`config.mk`:
```
export PLATFORM = sky130hd
export DESIGN_NAME = multicycle_controller
export DESIGN_NICKNAME = d
export VERILOG_FILES = /design/src/rtl/multicycle_controller.sv
export SDC_FILE = /design/constraint.sdc
export NUM_CORES = 1
export LEC_CHECK = 0
export CORE_MARGIN = 3
export CORE_UTILIZATION = 30
export CTS_BUF_LIST = sky130_fd_sc_hd__clkbuf_16
export DETAILED_ROUTE_END_ITERATION = 8
export HOLD_SLACK_MARGIN = 0.15
export PLACE_DENSITY = 0.66
export SLEW_MARGIN = 10
export SYNTH_ARGS = -nofsm -noshare
export SYNTH_HDL_FRONTEND = slang
export SYNTH_SLANG_ARGS = --single-unit
```
`constraint.sdc`:
```
create_clock -name clk -period 2.2 [get_ports clk]
set_input_delay 0.22 -clock clk [delete_from_list [all_inputs] [get_ports clk]]
set_output_delay 0.22 -clock clk [all_outputs]
set_load 0.005 [all_outputs]
```
`src/rtl/multicycle_controller.sv`:
```
// Main control FSM for the multicycle RV32I datapath: sequences the shared memory,
// ALU and register file, flags illegal opcodes and counts retired instructions.
//
// state    | meaning
// IDLE     | post-reset, all controls low
// FETCH    | read instruction at PC, PC <= PC+4 on completion
// DECODE   | read registers, precompute branch target into ALUOut
// EXEC_R   | rs1 op rs2 (funct decode)
// EXEC_I   | rs1 + imm (ADDI)
// MEM_ADDR | rs1 + imm effective address for LW/SW
// MEM_RD   | load data read
// MEM_WR   | store data write, retires on completion
// WB_ALU   | write ALUOut to rd, retires
// WB_MEM   | write MDR to rd, retires
// BRANCH   | compare rs1/rs2, take target on Zero, retires
// TRAP     | illegal opcode, parked until reset
module multicycle_controller #(
    parameter int CNT_W = 32
) (
    input  logic             clk,
    input  logic             rst_n,
    input  logic [6:0]       Opcode,
    input  logic             Zero,
    input  logic             mem_ready,
    output logic             mem_req,
    output logic             mem_we,
    output logic             IorD,
    output logic             IRWrite,
    output logic             PCWrite,
    output logic             PCSrc,
    output logic [1:0]       ALUSrcA,
    output logic [1:0]       ALUSrcB,
    output logic [1:0]       ALUOp,
    output logic             RegWrite,
    output logic             MemtoReg,
    output logic             Branch,
    output logic             illegal,
    output logic             instr_done,
    output logic [CNT_W-1:0] instret,
    output logic [3:0]       state
);

    typedef enum logic [3:0] {
        S_IDLE     = 4'd0,
        S_FETCH    = 4'd1,
        S_DECODE   = 4'd2,
        S_EXEC_R   = 4'd3,
        S_EXEC_I   = 4'd4,
        S_MEM_ADDR = 4'd5,
        S_MEM_RD   = 4'd6,
        S_MEM_WR   = 4'd7,
        S_WB_ALU   = 4'd8,
        S_WB_MEM   = 4'd9,
        S_BRANCH   = 4'd10,
        S_TRAP     = 4'd11
    } state_t;

    localparam logic [6:0] OP_R    = 7'b0110011;
    localparam logic [6:0] OP_ADDI = 7'b0010011;
    localparam logic [6:0] OP_LW   = 7'b0000011;
    localparam logic [6:0] OP_SW   = 7'b0100011;
    localparam logic [6:0] OP_BEQ  = 7'b1100011;

    state_t           state_q, state_d;
    logic             illegal_q, illegal_d;
    logic [CNT_W-1:0] instret_q, instret_d;

    always_comb begin
        state_d    = state_q;
        mem_req    = 1'b0;
        mem_we     = 1'b0;
        IorD       = 1'b0;
        IRWrite    = 1'b0;
        PCWrite    = 1'b0;
        PCSrc      = 1'b0;
        ALUSrcA    = 2'b00;
        ALUSrcB    = 2'b00;
        ALUOp      = 2'b00;
        RegWrite   = 1'b0;
        MemtoReg   = 1'b0;
        Branch     = 1'b0;
        instr_done = 1'b0;

        case (state_q)
            S_IDLE: state_d = S_FETCH;
            S_FETCH: begin
                mem_req = 1'b1;
                ALUSrcB = 2'b01;
                IRWrite = mem_ready;
                PCWrite = mem_ready;
                if (mem_ready) state_d = S_DECODE;
            end
            S_DECODE: begin
                ALUSrcA = 2'b10;
                ALUSrcB = 2'b10;
                case (Opcode)
                    OP_R:         state_d = S_EXEC_R;
                    OP_ADDI:      state_d = S_EXEC_I;
                    OP_LW, OP_SW: state_d = S_MEM_ADDR;
                    OP_BEQ:       state_d = S_BRANCH;
                    default:      state_d = S_TRAP;
                endcase
            end
            S_EXEC_R: begin
                ALUSrcA = 2'b01;
                ALUOp   = 2'b10;
                state_d = S_WB_ALU;
            end
            S_EXEC_I: begin
                ALUSrcA = 2'b01;
                ALUSrcB = 2'b10;
                state_d = S_WB_ALU;
            end
            S_MEM_ADDR: begin
                ALUSrcA = 2'b01;
                ALUSrcB = 2'b10;
                state_d = (Opcode == OP_LW) ? S_MEM_RD : S_MEM_WR;
            end
            S_MEM_RD: begin
                mem_req = 1'b1;
                IorD    = 1'b1;
                if (mem_ready) state_d = S_WB_MEM;
            end
            S_MEM_WR: begin
                mem_req    = 1'b1;
                mem_we     = 1'b1;
                IorD       = 1'b1;
                instr_done = mem_ready;
                if (mem_ready) state_d = S_FETCH;
            end
            S_WB_ALU: begin
                RegWrite   = 1'b1;
                instr_done = 1'b1;
                state_d    = S_FETCH;
            end
            S_WB_MEM: begin
                RegWrite   = 1'b1;
                MemtoReg   = 1'b1;
                instr_done = 1'b1;
                state_d    = S_FETCH;
            end
            S_BRANCH: begin
                ALUSrcA    = 2'b01;
                ALUOp      = 2'b01;
                Branch     = 1'b1;
                PCSrc      = 1'b1;
                PCWrite    = Zero;
                instr_done = 1'b1;
                state_d    = S_FETCH;
            end
            S_TRAP:  state_d = S_TRAP;
            default: state_d = S_IDLE;
        endcase

        // Sticky until reset; set on the edge that enters TRAP so it reads high from entry.
        illegal_d = illegal_q | (state_d == S_TRAP);
        instret_d = instret_q + {{(CNT_W-1){1'b0}}, instr_done};
    end

    always_ff @(posedge clk or negedge rst_n) begin
        if (!rst_n) begin
            state_q   <= S_IDLE;
            illegal_q <= 1'b0;
            instret_q <= '0;
        end else begin
            state_q   <= state_d;
            illegal_q <= illegal_d;
            instret_q <= instret_d;
        end
    end

    assign illegal = illegal_q;
    assign instret = instret_q;
    assign state   = state_q;

endmodule

```
==> reports/results.tsv <==
metric	value	unit
Setup crit end	ALUSrcA[1]	
Vert. Die Dim	87.0	µm
Peak VDD IR	0.444	mV
Mean Syn Cell Area	10.1	µm²
slew margin rel.	0.459	
Critical path origin	state[0]	
fill count	572	
# IOs	64	
gpl congestion	0.863	
Async SR Flop Fraction	1.00	
CTS tree	built	
antenna-violating nets left	0	
syn nets	208	
Die ar.	7570	µm²
Initial Util	0.321	
worst hold path type	reg -> reg	
Yosys warnings	0	
f_max	0.458	GHz
Area contributors post-synth	dfrtp_1, xnor2_1, xor2_1, nand3_1, nand4_1	
worst-case reg-to-reg path depth	8	
dpl cell area	2680	µm²
PortBufs	63	
Core Area	6130	µm²
Final #Nets	276	
Top FF cell, synth	dfrtp_1	
top-count cell post-synth	dfrtp_1	
PwrDens	482	nW/µm²
clock period minus worst slack	2180	ps
final hold viol count	0	
clock tree buffer depth	2	
Worst R2R Start	state[3]	
total track usage	0.137	
Clock Pin Slew Worst Setup and Hold Paths	50	ps
Mapped Cells	195	
Critical Path RT	1980	ps
Clock Tree Root	clkbuf_16	
FF-to-FF setup slack	190	ps
Worst EP arrival	1960	ps
library cells used by synthesis	38	
antenna violations before repair	0	
first-pass GRT wire length	8110	µm
Final HPWL DP	3540	µm
router iterations before antenna repair	4	
pre-CTS setup slack	133	ps
final instance area	2880	µm²
post-CTS setup buffer count	0	
R2R Path End	instret[27]	
number of vias per cell	4.95	
Congestion Overflow GR	0	
Worst setup EP type	output pin	
number of synthesized flops with an enable pin	0	
H-tree depth	2	
routed wire length	4810	µm
Fin Clk Skew	2.49	ps
Std-Cell Rows	28	
Layout area overhead	46.2	%
Final period util	0.992	
WL/cell	14.2	µm
peak fanout along the critical path	13	
vias in the first global route	1634	
ant diodes	0	
top-area cell type share of the netlist area	0.470	
final setup violating endpoints	0	
#FFs+latches synth	37	
synthesized cell area	1970	µm²
outcome	completed	
critical path class	reg -> out	
Vias	1678	
Die Width	87.0	µm
Remaining DRCs	0	
iteration-0 DRC count of the detailed router	50	
actual transition at the worst max-transition pin	812	ps
register area share after synthesis	0.470	
maxcap violations	0	
CP startpoint kind	flip-flop	
max-slew violations	0	
slack of the critical path	16.8	ps
biggest area consumer among synthesized cells	dfrtp_1	
CTS sink count	37	
Post-synth top cells	dfrtp_1, xnor2_1, nand3_1	
layout cells sized above 1	0.125	
clk_lat worst skew	280	ps
largest net degree at the start of global routing	38	
leakage	1.23	nW
RSZ-0062 raised after global routing	yes	
Inserted Clock Buffers	5	
[flip-flops by register name, indices dropped and copies added, names as in the netlist]
name and count:
illegal 1, instret 32, state 4
[power by group]
part | switching (mW) | internal, mW | leakage [nW] | total, mW
Combinational | 0.0207 | 0.0197 | 0.668 | 0.0404
Sequential | 0 | 0.681 | 0.491 | 0.681
Clock | 0.256 | 0.409 | 0.0687 | 0.665
Total | 0.277 | 1.11 | 1.23 | 1.39
[per-stage QoR]
stage	utilization	TNS (ps)	power [mW]	instances	hold slack [ps]
floorplan	-	-73.9	0.698	195	-75.6
detailed placement	0.437	0	0.733	330	369
global placement	0.437	0	0.733	330	368
CTS	0.463	0	1.41	339	476
global route	0.469	-140	1.45	339	492
finish	0.469	0	1.39	339	473
[cells in the final DEF, fill, tap and decap left out, drive strengths merged, types with 2 or more instances in the layout]
cell type,count
nor3,3
and3,6
o21ai,6
ha,2
o22ai,2
xor2,9
nand2b,3
or3,2
clkbuf,5
and4,5
dfrtp,37
nand3,14
a211oi,3
nor2,8
and2,8
o211ai,2
xnor2,22
buf,9
nor2b,6
nor4,6
nand4,11
clkinv,3
a21oi,2
inv,3
nand2,12
or2,2
clkdlybuf4s50,62
a21o,2
[metal layers]
| layer | part of all wire | up-vias | track usage |
|---|---|---|---|
| met4 | 0.014 | 0 | 0.0467 |
| met2 | 0.46 | 56 | 0.213 |
| met3 | 0.088 | 7 | 0.0596 |
| met5 | 0 | - | 0 |
| li1 | - | 824 | - |
| met1 | 0.44 | 791 | 0.170 |
[kinds of logic (layout without fill, tap and decap cells)]
group                      Yosys count  in the layout  synth area share
AOI/OAI and AO/OA                   21             21            0.0706
xor gates and xnor gates            31             31             0.138
adders and majority gates            2              2            0.0127
buffers and inverters               14             83            0.0407
DFF                                 37             37             0.470
muxes                                1              1           0.00509
and+or+nand+nor                     89             89             0.263
[timing repair]
item                       CTS  global route
setup endpoints to repair    2            18
hold buffers                 1             0
hold endpoints to repair    37             0
resized for setup            3            10
[layout make-up]
cell class,count,area (µm²),area share
Sequential cell,37,926,0.322
Tap cell,75,93.8,0.0326
Multi-Input combinational cell,144,1010,0.352
Clock buffer,5,125,0.0435
Clock inverter,3,12.5,0.00435
Timing Repair Buffer,72,696,0.242
Inverter,3,11.3,0.00391
[worst min path at each step]
stage	start	to	slack [ps]	cells after the start
6_report	instret[31]	instret[31]	470	1
5_1_grt	instret[31]	instret[31]	490	1
4_1_cts	instret[31]	instret[31]	480	1
3_5_place_dp	rst_n	instret[22]	370	1
3_3_place_gp	rst_n	instret[22]	370	1
2_1_floorplan	rst_n	illegal	-80	0
[worst max-delay path, cell delays in order (launching register included)]
cell	delay [ps]
dfrtp_1	390
buf_4	190
nand2b_2	220
or3_4	340
inv_1	60
clkdlybuf4s50_1	490
(Power assumes the default switching activity.)
